[src/rtl/param_sap_cpu.sv]
// Parametrised SAP-style CPU: muxed datapath, internal RAM, program-load port, fetch/execute FSM.
// Optional feature macro: SINGLE_STEP_EN adds a synchronised step input that gates each instruction at T0.
module param_sap_cpu #(
    parameter int DATA_W = 8,
    parameter int ADDR_W = 4
) (
    input  logic              clk,
    input  logic              rst_n,
`ifdef SINGLE_STEP_EN
    input  logic              step_i,
`endif
    input  logic              run_i,
    input  logic              prog_we_i,
    input  logic [ADDR_W-1:0] prog_addr_i,
    input  logic [DATA_W-1:0] prog_data_i,
    output logic [DATA_W-1:0] out_data_o,
    output logic              out_valid_o,
    output logic              halted_o,
    output logic              cf_o,
    output logic              zf_o,
    output logic [ADDR_W-1:0] pc_dbg_o,
    output logic [2:0]        state_dbg_o
);

    localparam int DEPTH = 1 << ADDR_W;

    typedef enum logic [2:0] {
        S_IDLE = 3'd0, S_T0 = 3'd1, S_T1 = 3'd2, S_T2 = 3'd3,
        S_T3   = 3'd4, S_T4 = 3'd5, S_HALT = 3'd6
    } state_t;

    localparam logic [3:0] OP_LDA = 4'h1, OP_ADD = 4'h2, OP_SUB = 4'h3, OP_STA = 4'h4,
                           OP_LDI = 4'h5, OP_JMP = 4'h6, OP_JC  = 4'h7, OP_JZ  = 4'h8,
                           OP_OUT = 4'hE, OP_HLT = 4'hF;

    state_t            state_q;
    logic [ADDR_W-1:0] pc_q, mar_q;
    logic [DATA_W-1:0] ir_q, a_q, b_q, out_q;
    logic              out_valid_q, cf_q, zf_q;
    logic [DATA_W-1:0] ram_q [DEPTH];

    logic [3:0]        opcode;
    logic [ADDR_W-1:0] operand;
    logic [DATA_W:0]   alu_d;
    logic              step_go;

    assign opcode  = ir_q[DATA_W-1 -: 4];
    assign operand = ir_q[ADDR_W-1:0];

`ifdef SINGLE_STEP_EN
    // Two flops synchronise step_i; the third holds the previous value for edge detection.
    logic [2:0] step_sync_q;

    always_ff @(posedge clk or negedge rst_n) begin
        if (!rst_n) step_sync_q <= '0;
        else        step_sync_q <= {step_sync_q[1:0], step_i};
    end

    assign step_go = step_sync_q[1] & ~step_sync_q[2];
`else
    assign step_go = 1'b1;
`endif

    // NOTE: every variable driven in always_comb gets a default first so no latch is inferred.
    always_comb begin
        alu_d = '0;
        if (opcode == OP_SUB)
            alu_d = {1'b0, a_q} + {1'b0, ~b_q} + {{DATA_W{1'b0}}, 1'b1};
        else
            alu_d = {1'b0, a_q} + {1'b0, b_q};
    end

    always_ff @(posedge clk or negedge rst_n) begin
        if (!rst_n) begin
            state_q     <= S_IDLE;
            pc_q        <= '0;
            mar_q       <= '0;
            ir_q        <= '0;
            a_q         <= '0;
            b_q         <= '0;
            out_q       <= '0;
            out_valid_q <= 1'b0;
            cf_q        <= 1'b0;
            zf_q        <= 1'b0;
            // NOTE: the RAM must clear on reset, so it is built from resettable flops rather than a RAM macro.
            for (int i = 0; i < DEPTH; i++) ram_q[i] <= '0;
        end else begin
            out_valid_q <= 1'b0;
            unique case (state_q)
                S_IDLE: begin
                    pc_q <= '0;
                    if (prog_we_i) ram_q[prog_addr_i] <= prog_data_i;
                    if (run_i) state_q <= S_T0;
                end
                S_T0: begin
                    if (step_go) begin
                        mar_q   <= pc_q;
                        state_q <= S_T1;
                    end else if (!run_i) begin
                        state_q <= S_IDLE;
                        pc_q    <= '0;
                    end
                end
                S_T1: begin
                    ir_q    <= ram_q[mar_q];
                    pc_q    <= pc_q + 1'b1;
                    state_q <= S_T2;
                end
                S_T2: begin
                    if (opcode inside {OP_LDA, OP_ADD, OP_SUB, OP_STA}) begin
                        mar_q   <= operand;
                        state_q <= S_T3;
                    end else if (opcode == OP_HLT) begin
                        state_q <= S_HALT;
                    end else begin
                        case (opcode)
                            OP_LDI: a_q <= {{(DATA_W-ADDR_W){1'b0}}, operand};
                            OP_JMP: pc_q <= operand;
                            OP_JC:  if (cf_q) pc_q <= operand;
                            OP_JZ:  if (zf_q) pc_q <= operand;
                            OP_OUT: begin
                                out_q       <= a_q;
                                out_valid_q <= 1'b1;
                            end
                            default: ;
                        endcase
                        // Instruction boundary: a dropped run overrides any jump target.
                        state_q <= run_i ? S_T0 : S_IDLE;
                        if (!run_i) pc_q <= '0;
                    end
                end
                S_T3: begin
                    if (opcode == OP_ADD || opcode == OP_SUB) begin
                        b_q     <= ram_q[mar_q];
                        state_q <= S_T4;
                    end else begin
                        if (opcode == OP_LDA) a_q <= ram_q[mar_q];
                        else                  ram_q[mar_q] <= a_q;
                        state_q <= run_i ? S_T0 : S_IDLE;
                        if (!run_i) pc_q <= '0;
                    end
                end
                S_T4: begin
                    {cf_q, a_q} <= alu_d;
                    zf_q        <= (alu_d[DATA_W-1:0] == '0);
                    state_q     <= run_i ? S_T0 : S_IDLE;
                    if (!run_i) pc_q <= '0;
                end
                S_HALT: begin
                    if (prog_we_i) ram_q[prog_addr_i] <= prog_data_i;
                    if (!run_i) begin
                        state_q <= S_IDLE;
                        pc_q    <= '0;
                    end
                end
                default: state_q <= S_IDLE;
            endcase
        end
    end

    assign out_data_o  = out_q;
    assign out_valid_o = out_valid_q;
    assign halted_o    = (state_q == S_HALT);
    assign cf_o        = cf_q;
    assign zf_o        = zf_q;
    assign pc_dbg_o    = pc_q;
    assign state_dbg_o = state_q;

endmodule

[config.mk]
export PLATFORM = sky130hd
export DESIGN_NAME = param_sap_cpu
export DESIGN_NICKNAME = d
export VERILOG_FILES = /design/src/rtl/param_sap_cpu.sv
export SDC_FILE = /design/constraint.sdc
export NUM_CORES = 1
export LEC_CHECK = 0
export CORE_ASPECT_RATIO = 0.7
export CORE_MARGIN = 2
export CORE_UTILIZATION = 38
export CTS_CLUSTER_DIAMETER = 100
export DETAILED_ROUTE_END_ITERATION = 8
export PLACE_DENSITY_LB_ADDON = 0.08
export RECOVER_POWER = 50
export SLEW_MARGIN = 20
export SYNTH_ARGS = -nofsm -noshare
export SYNTH_HDL_FRONTEND = slang
export SYNTH_SLANG_ARGS = --single-unit
[constraint.sdc]
create_clock -name clk -period 5.75 [get_ports clk]
set_input_delay 0.575 -clock clk [delete_from_list [all_inputs] [get_ports clk]]
set_output_delay 0.575 -clock clk [all_outputs]
set_load 0.01 [all_outputs]
After elaboration in Yosys (flattened, before gate mapping):

Index checks and enable logic that the tools add are counted.

* flip-flop bits (word level): 174
* input port bits: 16
* output and inout port bits: 19

* add/sub/neg operators: 4
* order comparisons: 4
* eq/ne operators: 29
* multiplexer cells: 42
* bitwise gates (word level): 5
* reductions and logical operators: 19

Operators by type and width (number)
* 128-bit two-way mux: 3
* 128-bit bitwise mux: 2
* 128-bit case mux with 2 select lines: 1
* 8-bit two-way mux: 9
* 8-bit demux with 4-bit select: 2
* 8-bit binary-select mux with 4-bit select: 1
* 4-bit two-way mux: 8
* 8-bit case mux with 3 select lines: 1
* 3-bit case mux with 7 select lines: 1
* 4-bit case mux with 5 select lines: 1
* 8-bit by 8-bit adder with 9-bit output: 2
* 4-bit by 3-bit equality test with 1-bit output, second input constant: 4
* 2-bit != test, second input constant: 8
* 3-bit two-way mux: 5
* 4-bit equality test, second input constant: 3
* 4-bit case mux with 3 select lines: 1
* 5-bit >= comparator, second input constant: 2
* 5-bit by 1-bit < comparator with 1-bit output, second input constant: 2
* 4-bit NOT with 5-bit output: 2
* 9-bit by 1-bit adder with 9-bit output, second input constant: 1
* 3-bit equality test, second input constant: 3
* 9-bit two-way mux: 1
* 4-bit by 2-bit equality test with 1-bit output, second input constant: 2
* 8-bit logical NOT: 1
* 23 further kinds: 37

Logic depth before layout (Yosys ltp):

Gate-level depths: netlist (run 1).

* depth after elaboration: 9
* mapped depth: 12
* depth with buffers taken out: 10

Worst setup path before layout (run 1):

OpenSTA, ideal clock, no wires.

* kind: flip-flop to flip-flop
* from: reg a_q[0]
* to: reg zf_q (netlist: zf_o)
* arrival time: 2.600 ns
* required time: 5.628 ns
* path slack: 3.029 ns
* stages on the path, launching flop included: 13
* buffers on the path: 2
* period minus slack after synthesis: 2.721 ns
* path through: dfrtp_1 > clkbuf_1 > clkbuf_1 > inv_1 > ha_1 > fa_1 > nor2b_1 > o21ai_0 > o21ai_0 > a2bb2oi_1 > xnor2_1 > nor4_1 > a32o_1

* longest elaborated chain between the ends: 4

RTL lines
* start: declaration: line 38 `logic [DATA_W-1:0] ir_q, a_q, b_q, out_q;`
* start signal: assignment: line 117 `OP_LDI: a_q <= {{(DATA_W-ADDR_W){1'b0}}, operand};`
* start signal: assignment: line 137 `if (opcode == OP_LDA) a_q <= ram_q[mar_q];`
* start signal: assignment: line 144 `{cf_q, a_q} <= alu_d;`
* 8-bit by 8-bit adder with 9-bit output: line 68 `alu_d = {1'b0, a_q} + {1'b0, ~b_q} + {{DATA_W{1'b0}}, 1'b1};`
* 9-bit by 1-bit adder with 9-bit output: line 68
* 9-bit two-way mux (*): line 67 `if (opcode == OP_SUB)`
* 8-bit logical NOT (*): line 145 `zf_q <= (alu_d[DATA_W-1:0] == '0);`
* end signal: assignment: line 145
* end: declaration: line 39 `logic out_valid_q, cf_q, zf_q;`

Every way passes the cells marked *; elsewhere a longest branch is shown, timed or not.
A chain may end at the register's enable or synchronous reset.

Final worst setup path (run 1):

* from: reg state_q[0] (netlist: state_dbg_o[0])
* to: reg ram_q[125] (netlist name)

* longest elaborated chain between the ends: 4

RTL lines
* start: declaration: line 36 `state_t state_q;`
* start signal: assignment: line 128 `state_q <= run_i ? S_T0 : S_IDLE;`
* start signal: assignment: line 139 `state_q <= run_i ? S_T0 : S_IDLE;`
* start signal: assignment: line 146 `state_q <= run_i ? S_T0 : S_IDLE;`
* 3-bit equality test or 3-bit logical NOT (tied branches): line 89 `unique case (state_q)`
* 2-bit OR reduction (no source line)
* 2-bit by 1-bit != test with 1-bit output (no source line) or 2-bit nonzero test (tied branches)
* 4-bit AND reduction (no source line)
* end signal: indexed assignment: line 92 `if (prog_we_i) ram_q[prog_addr_i] <= prog_data_i;`
* end signal: indexed assignment: line 138 `else ram_q[mar_q] <= a_q;`
* end signal: indexed assignment: line 150 `if (prog_we_i) ram_q[prog_addr_i] <= prog_data_i;`
* end: declaration: line 40 `logic [DATA_W-1:0] ram_q [DEPTH];`

Parallel ways exist; a longest one is shown, timed or not.

==> metrics.yaml, run 1 <==
status: "finished, final reports clean"
worstHoldPathType: "input port to async pin"
postSynth.asyncResetShare_pct: 100
power.total_mw: 3.92
synth_cell_types: 58
yosysTopAreaCell: "dfrtp_1"
ctsHoldBuffers: 0
io_buffers: 34
final_common_cell: "nand2_1"
crit_required_ns: 6.04
grtUsageTotal_pct: 26.0
dieWidth_um: 197
dpl.hpwl_mm: 22.2
antenna_found_initial: 1
crit_chain: "clkbuf_1 > nor2b_4 > or3_1 > nor3_4 > o21ai_2 > nand2_1 > o21ai_1"
placementRows: 49
die_h_um: 139
multiInputGateArea_um2: 5100
cts_resized: 0
timing.fmax_mhz: 294
rsz0062_at_grt: "no"
place_area_um2: 10400
fillers: 2437
drt-total-wl_mm: 34.5
start_util_pct: 38.7
gp_congestion: 0.824
nets: 1040
clkLatencyLatePin_ns: 0.44
cts_tree: "built"
ff_latch_area_um2: 4360
yosys-top-cells-area: "dfrtp_1, a22oi_1, mux4_2"
leakage_nw: 4.27
areaGrowthSynthToFinish_pct: 11.7
synth_seq_area_share_pct: 43.9
end_kind: "flip-flop"
layout-drive-gt1-share_pct: 12.9
cp_slowest_cell: "clkbuf_1"
core_um2: 25600
slowest_delay_ns: 0.98
synth_top_flop_cell: "dfrtp_1"
path_class: "flip-flop to flip-flop"
timing.setup.tns_ns: 0
syn_area_um2: 9910
max_slew_margin_pct: 12.6
antenna_left: 0
most-common-layout-cells: "nand2_1, dfrtp_1, o21ai_0, a22oi_1, mux4_2"
synth.top_cell.area_share_pct: 43.9
grt_pass1_vias: 7755
crit_path_start_kind: "flip-flop"
slew_violations: 0
cts.path.max_buffers: 2
skew_ns: 0.0144
tightest_slew_ns: 1.31
post-route-period-util_pct: 59.2
yosysWarnings: 0
p_per_area_nw_per_um2: 354
grt-ovfl-total: 0
route.vias.total: 8206
drv_cap: 0
via_per_inst: 6.09
drtIter0Drc: 787
fin_crit_ns: 3.40
finalSetupViolations: 0
clock_sinks: 174
grt_max_degree: 175
final_cell_area_um2: 11100
postSynthCellCount: 1026
ios: 35
synth-edff-count: 0
root_buffer: "clkbuf_16"
drc: 0
ys_ff_latch: 174
diodes: 0
dieArea_um2: 27400
cts_max_level: 4
whs_ns: 0.328
hold_viol: 0
wl_per_cell_um: 25.6
path_clk_slew_ns: 0.07
cts_made_buffers: 17
arrival_ns: 3.69
cp_max_fo: 24
synthesis.nets: 1062
first_pass_iters: 5
ir_drop_mv: 0.231
grt_pass1_wl_mm: 52.4
synth_area_per_cell_um2: 9.66
post_cts_buffers: 0
[power by group]
part,internal (mW),switching [mW],leakage [nW]
Clock,0.756,0.526,0.304
Combinational,0.364,0.713,1.56
Sequential,1.38,0.185,2.40
[synth_stat cells, types with 2 or more instances]
cell type	instances
o21ai_1	29
o221ai_1	4
o21ai_2	3
ha_1	18
and3_1	3
nor2_1	29
nor3b_1	3
a221oi_1	2
mux4_2	40
a22oi_1	130
nand2_1	181
o22ai_1	2
nor3_2	6
buf_2	20
xor2_1	2
a21o_1	3
or3_1	4
buf_6	2
o21ai_0	137
inv_1	19
xnor2_1	6
nor2_2	4
nor2b_1	7
o21ba_2	2
nor4_1	2
nand3_1	10
fa_1	2
nor2_4	3
dfrtp_1	174
nand2b_1	12
nor3_1	18
and2_1	10
o211ai_1	4
a31oi_1	3
a21oi_1	11
clkbuf_1	57
buf_1	13
mux2_2	17
mux2i_1	13
nand3b_1	3
[critical path: cells and delay by family, from the launching register on]
family / cells / cell delay (ns)
flops: 1 / 0.38
buf+inv: 1 / 0.98
simple gates: 4 / 1.49
compound gates: 2 / 0.38
[layer usage]
layer / track usage [%] / vias to the layer above / wire length, um
li1: - / 3695 / -
met1: 42.9 / 4098 / 17400
met2: 32.5 / 367 / 13300
met3: 6.93 / 46 / 3070
met4: 6.37 / 0 / 625
met5: 0 / - / 0
[state kept, by name, indices dropped and copies added (netlist names)]
signal,count
ram_q,128
mar_q,4
a_q,8
out_valid_o,1
cf_o,1
ir_q,8
state_dbg_o,3
b_q,8
out_data_o,8
pc_dbg_o,4
zf_o,1
[layout make-up]
type | instances | area share [%]
inverter | 19 | 0.645
clock inverter | 12 | 1.65
tap | 331 | 3.74
sequential | 174 | 39.4
multi-input combinational | 740 | 46.1
timing repair buffer | 52 | 4.32
clock buffer | 20 | 4.13
[final timing paths]
kind / to / startpoint / depth (start not counted) / slack [ns]
max: ram_q[125] / state_dbg_o[0] / 7 / 2.35
min: ram_q[116] / rst_n / 2 / 0.33
max reg2reg: ram_q[125] / state_dbg_o[0] / 7 / 2.35
min reg2reg: ram_q[5] / ram_q[5] / 2 / 0.48
max in group asynchronous: mar_q[0] / rst_n / 2 / 4.50
min in group clk: ram_q[5] / ram_q[5] / 2 / 0.48
[kinds of logic after synthesis]
logic type | Yosys count | share of synthesized area [%]
multiplexers | 70 | 12.3
AO/OA/AOI/OAI | 339 | 21.4
AND/OR/NAND/NOR | 303 | 14.3
buffers and inverters | 112 | 4.68
adder cells (fa/ha/maj) | 20 | 2.68
flip-flops | 174 | 43.9
XOR/XNOR | 8 | 0.707
[per-stage QoR]
stage                     util [%]  worst slack [ns]  std cells
final                         43.2              2.35       1348
after global routing          43.2              2.15       1348
after CTS                     43.2              2.55       1348
after detailed placement      40.7              2.58       1316
after global placement        40.7              2.56       1316
after floorplan                  -              3.03       1026
Note: power is estimated with default switching activity, not from simulation.
==> run 2, diff against run 1 <==
clock period = 2.83 ns   (was 5.75 ns; I/O delays follow)
==> run 2 against run 1 <==
Net effect:
- the run now ends with max-capacitance violations, max-slew violations left
- global-route usage is 0.38 points higher
- worst setup slack got worse by 2.0 ns
- critical path depth increased by 1
- power rose by 110%
- final cell count grew 4.5%
- non-clock buffer count increased by 60
- register-to-register slack got worse by 2.0 ns
- flip-flop and latch count is the same
- combinational power up 120%
- utilization increased by 1.9 points
- cell area increased by 4.4%
- clock skew hardly changed
- highest routed layer unchanged
==> metrics.yaml, run 2 (synthesis results as in run 1) <==
cp_max_fo: 14  # -42%
crit_required_ns: 3.15  # -2.89 ns
arrival_ns: 2.84  # -0.85 ns
met1_length_mm: 17.7  # +1.2%
grt_max_degree: 93  # -47%
root_buffer: "clkbuf_16"
final_common_cell: "nand2_1"
status: "finished, violations left"
power.total_mw: 8.14  # +110%
routed.top_layer: "met4"
timing.fmax_mhz: 396  # +35%
slew_violations: 59  # +59
clock_power_share_pct: 32.3  # -0.4 points
antenna_found_initial: 0  # -1
switching_share_pct: 35.5  # -0.84 points
io_buffers: 34  # unchanged
die_h_um: 139  # unchanged
violations: "max-capacitance violations, max-slew violations"
crit_chain: "xnor2_1 > nor2b_4 > buf_4 > nor4_2 > o21ai_0 > buf_4 > nand2_1 > o21ai_0"
first_pass_iters: 5  # unchanged
tightest_slew_ns: 1.71  # +0.399 ns
wl_met3_mm: 2.65  # -14%
post_cts_buffers: 0  # unchanged
dieArea_um2: 27400  # unchanged
hold_viol: 0  # unchanged
crit_path_start_kind: "flip-flop"
post-route-period-util_pct: 89.3  # +30 points
clock_sinks: 174  # unchanged
most-common-layout-cells: "nand2_1, dfrtp_1, o21ai_0, a22oi_1, buf_4"
pwr-share-seq_pct: 37.9  # -2.0 points
gp_congestion: 0.831  # +0.81%
fin_crit_ns: 2.53  # -0.873 ns
drv_cap: 1  # +1
grt_pass1_wl_mm: 53.2  # +1.5%
cts_max_level: 4  # unchanged
power.switching_mw: 2.89  # +100%
leakage_nw: 4.61  # +8.1%
layout-drive-gt1-share_pct: 17.5  # +4.6 points
placementRows: 49  # unchanged
path_clk_slew_ns: 0.07  # about the same
final_cell_area_um2: 11600  # +4.4%
drc: 0  # unchanged
fin_cells: 1408  # +4.5%
ir_drop_mv: 0.461  # +99%
slowest_delay_ns: 0.83  # -0.15 ns
comb_power_share_pct: 29.8  # +2.3 points
place_area_um2: 10900  # +4.7%
dp_worst_setup_slack_ns: 0.323  # -2.26 ns
max_slew_margin_pct: -14.0  # -27 points
grtUsageTotal_pct: 26.4  # +0.38 points
cp_slowest_cell: "nor4_2"
internal_power_mw: 5.25  # +110%
cts_made_buffers: 17  # unchanged
drt-total-wl_mm: 34.6  # +0.50%
grt_pass1_vias: 8058  # +3.9%
end_kind: "flip-flop"
cts_resized: 0  # unchanged
skew_ns: 0.0143  # -0.0000801 ns
via_per_inst: 5.93  # -2.6%
wl_per_cell_um: 24.6  # -3.8%
nets: 1100  # +5.8%
cts_tree: "built"
top_register: "ram_q"
timing.setup.tns_ns: 0  # unchanged
whs_ns: 0.478  # +0.150 ns
dp_cells: 1375  # +4.5%
rsz0062_at_grt: "no"
final_util_pct: 45.1  # +1.9 points
drtIter0Drc: 769  # -2.3%
clkLatencyLatePin_ns: 0.45  # about the same
finalSetupViolations: 0  # unchanged
p_per_area_nw_per_um2: 704  # +99%
worst_slack_ns: 0.302  # -2.05 ns
grt-ovfl-total: 0  # unchanged
worstHoldPathType: "flip-flop to flip-flop"
dr_wl_met2_mm: 13.6  # +1.9%
route.vias.total: 8352  # +1.8%
path_class: "flip-flop to flip-flop"
areaGrowthSynthToFinish_pct: 16.6
ios: 35  # unchanged
antenna_left: 0  # unchanged
diodes: 0  # unchanged
largest_reg_flops: 128  # unchanged
core_um2: 25600  # unchanged
dieWidth_um: 197  # unchanged
dpl.hpwl_mm: 23.3  # +4.7%
start_util_pct: 38.7  # unchanged
fillers: 2531  # +3.9%
cts.path.max_buffers: 2  # unchanged
## run 2: metal layers
metal,global-route usage (%),vias to the layer above
li1,-,3809
met1,42.7,4215
met2,33.4,284
met3,6.86,44
met4,7.80,0
met5,0,-
## run 2: repair_timing
action                                  CTS  global route
endpoints found under the setup margin    0             0
hold buffers                              1             0
endpoints found under the hold margin    57             0
## run 2: final timing paths
check	start	to	slack, ns	depth (start not counted)
worst max-delay path	state_dbg_o[2]	ram_q[107]	0.30	8
worst min-delay path	ram_q[98]	ram_q[98]	0.48	2
worst max register to register	state_dbg_o[2]	ram_q[107]	0.30	8
worst min register to register	ram_q[98]	ram_q[98]	0.48	2
max in group asynchronous	rst_n	ram_q[85]	0.52	3
min in group asynchronous	rst_n	ram_q[103]	0.80	2
## run 2: layout make-up
class	count	area, um^2	area share (%)
Timing Repair Buffer	112	973	8.42
Sequential cell	174	4360	37.7
Clock buffer	24	492	4.25
Multi-Input combinational cell	740	5100	44.1
Inverter	19	71.3	0.617
Tap cell	331	414	3.58
Clock inverter	8	153	1.32
## run 2: power by group through the flow
stage	sequential [mW]	clock, mW	combinational, mW
after global routing	3.12	2.79	2.64
after detailed placement	3.12	0	2.41
after CTS	3.07	2.69	2.42
after global placement	3.12	0	2.40
after floorplan	3.00	0	1.58
final	3.08	2.63	2.43
## run 2: worst max-delay path: cells and delay by family, from the launching register on
family,cells,cell delay (ns)
simple gates,3,1.05
xor+xnor,1,0.16
flops,1,0.39
compound gates,2,0.37
buf+inv,2,0.43
==> run 3, diff against run 2 <==
CTS_CLUSTER_SIZE = 30   (was not set)
PLACE_DENSITY = 0.61   (was not set)
PLACE_DENSITY_LB_ADDON = not set   (was 0.08)
==> run 3 against run 2 <==
Net effect:
- the run still ends with max-capacitance violations, max-slew violations left
- flip-flop and latch count unchanged
- cell area down 0.70%
- power down 3.6%
- worst setup slack worse by 0.13 ns
- non-clock buffer count unchanged
- combinational power down 2%
- largest cell class unchanged
==> metrics.yaml, run 3 (synthesis results as in run 1) <==
grt_pass1_wl_mm: 50.3  # -5.4%
startpoint: "a_q[1]"
arrival_ns: 3.05  # +0.21 ns
use_met1_pct: 38.2  # -4.5 points
multiInputGateArea_um2: 5090  # -0.12%
final_cell_area_um2: 11500  # -0.70%
dieArea_um2: 27400  # unchanged
timing.fmax_mhz: 376  # -5.0%
dp_worst_setup_slack_ns: 0.262  # -0.0603 ns
gr-max-usage-layer: "met1"
cp_slowest_cell: "dfrtp_1"
end_kind: "flip-flop"
place_area_um2: 10900  # about the same
grtUsageMet3_pct: 7.47  # +0.61 points
dieWidth_um: 197  # unchanged
cts_made_buffers: 17  # unchanged
clkLatencyLatePin_ns: 0.45  # about the same
clock_power_share_pct: 29.9  # -2.4 points
grt_max_degree: 93  # unchanged
route.vias.total: 8542  # +2.3%
drt-total-wl_mm: 32.6  # -5.8%
internal_power_mw: 5.00  # -4.7%
start_util_pct: 38.7  # unchanged
cts.path.max_buffers: 2  # unchanged
clock_sinks: 174  # unchanged
comb_power_share_pct: 30.3  # +0.5 points
rsz0062_at_grt: "no"
top_register: "ram_q"
use_met2_pct: 32.0  # -1.4 points
cts_tree: "built"
grtUsageTotal_pct: 24.6  # -1.8 points
worst_slack_ns: 0.170  # -0.132 ns
post_cts_buffers: 0  # unchanged
gp_congestion: 0.887  # +6.7%
fin_cells: 1406  # -0.14%
fillers: 2463  # -2.7%
first_pass_iters: 5  # unchanged
ios: 35  # unchanged
crit_required_ns: 3.22  # +0.07 ns
drtIter0Drc: 1019  # +33%
dpl.hpwl_mm: 22.5  # -3.2%
wl_per_cell_um: 23.2  # -5.7%
antenna_found_initial: 0  # unchanged
post-route-period-util_pct: 94.0  # +4.7 points
root_buffer: "clkbuf_16"
fin_crit_ns: 2.66  # +0.132 ns
path_common_cell: "o21ai_0"
final_common_cell: "nand2_1"
areaGrowthSynthToFinish_pct: 15.8
max_slew_margin_pct: -19.5  # -5.4 points
diodes: 0  # unchanged
status: "finished, violations left"
drv_cap: 1  # unchanged
crit_path_start_kind: "flip-flop"
crit_chain: "inv_1 > fa_1 > nor2b_1 > o21ai_0 > o21ai_0 > a2bb2oi_1 > xnor2_1 > nor4_1 > a32o_1"
r2r_start: "a_q[1]"
path_clk_slew_ns: 0.07  # about the same
reg2reg_slack_ns: 0.17  # -0.13 ns
power.switching_mw: 2.84  # -1.5%
skew_ns: 0.0129  # -0.00141 ns
dp_cells: 1375  # unchanged
antenna_left: 0  # unchanged
leakage_nw: 4.58  # -0.63%
nets: 1100  # unchanged
grt_pass1_vias: 8068  # +0.12%
drc: 0  # unchanged
placementRows: 49  # unchanged
final_util_pct: 44.8  # -0.32 points
power.total_mw: 7.85  # -3.6%
largest_reg_flops: 128  # unchanged
ctsHoldBuffers: 1  # unchanged
r2r_cells: 9  # +1
min-delay-start: "ram_q[17]"
pwr-share-seq_pct: 39.8  # +1.9 points
worstHoldPathType: "flip-flop to flip-flop"
ff_latch_area_um2: 4360  # unchanged
ir_drop_mv: 0.429  # -6.8%
finalSetupViolations: 0  # unchanged
violations: "max-capacitance violations, max-slew violations"
switching_share_pct: 36.2  # +0.77 points
cts_max_level: 4  # unchanged
path_class: "flip-flop to flip-flop"
grt-ovfl-total: 0  # unchanged
cts_resized: 0  # unchanged
tightest_slew_ns: 1.79  # +0.0814 ns
core_um2: 25600  # unchanged
r2r-end: "zf_o"
timing.setup.tns_ns: 0  # unchanged
most-common-layout-cells: "nand2_1, dfrtp_1, o21ai_0, a22oi_1, buf_4"
layout-drive-gt1-share_pct: 17.4  # -0.061 points
die_h_um: 139  # unchanged
io_buffers: 34  # unchanged
slew_violations: 62  # +5.1%
p_per_area_nw_per_um2: 684  # -2.9%
hold_viol: 0  # unchanged
whs_ns: 0.478  # -0.000289 ns
crit_end: "zf_o"
cp_max_fo: 6  # -8
via_per_inst: 6.08  # +2.4%
slowest_delay_ns: 0.54  # -0.29 ns
run 3: cell types whose count changed in the layout (fill, tap and decap cells not counted), moves of 2 or more:
cell | previous run | this run
clkinv_2 | 0 | 5
o21ai_1 | 29 | 32
bufinv_16 | 4 | 2
o21ai_0 | 137 | 134
clkbuf_2 | 1 | 3
clkbuf_8 | 4 | 1
clkbuf_1 | 3 | 1
buf_4 | 72 | 70
run 3: worst min-delay path by stage:
stage	slack, ns	cells past startpoint	end
6_report	0.48	2	ram_q[17]
5_1_grt	0.50	2	ram_q[21]
4_1_cts	0.45	2	ram_q[89]
3_5_place_dp	0.33	1	ram_q[124]
3_3_place_gp	0.33	1	ram_q[124]
2_1_floorplan	-0.01	0	a_q[0]
run 3: worst max-delay path: cells and delay by family (launching register included):
kind,cells,cell delay [ns]
simple gates,2,0.45
xor+xnor,1,0.14
compound gates,4,0.85
buf+inv,1,0.16
flops,1,0.54
fa+ha+maj,1,0.46
run 3: layer usage:
| layer | part of all wire (%) | wire (um) | up-vias |
|---|---|---|---|
| met4 | 2.4 | 787 | 0 |
| met1 | 47 | 15300 | 4238 |
| met2 | 40 | 13000 | 426 |
| met3 | 11 | 3540 | 58 |
| met5 | 0 | 0 | - |
| li1 | - | - | 3820 |
run 3: layout make-up:
class | count | area share, %
flip-flops and latches | 174 | 38.0
multi-input cells | 740 | 44.4
repair buffers | 112 | 8.55
clock inverters | 11 | 1.04
clock buffers | 19 | 3.86
inverters | 19 | 0.621
well taps | 331 | 3.61
run 3: power by group through the flow:
stage	Clock, mW	Combinational [mW]	Sequential, mW
4_1_cts	2.38	2.34	3.11
5_1_grt	2.48	2.55	3.16
2_1_floorplan	0	1.58	3.00
3_3_place_gp	0	2.30	3.14
6_report	2.35	2.38	3.12
3_5_place_dp	0	2.33	3.15
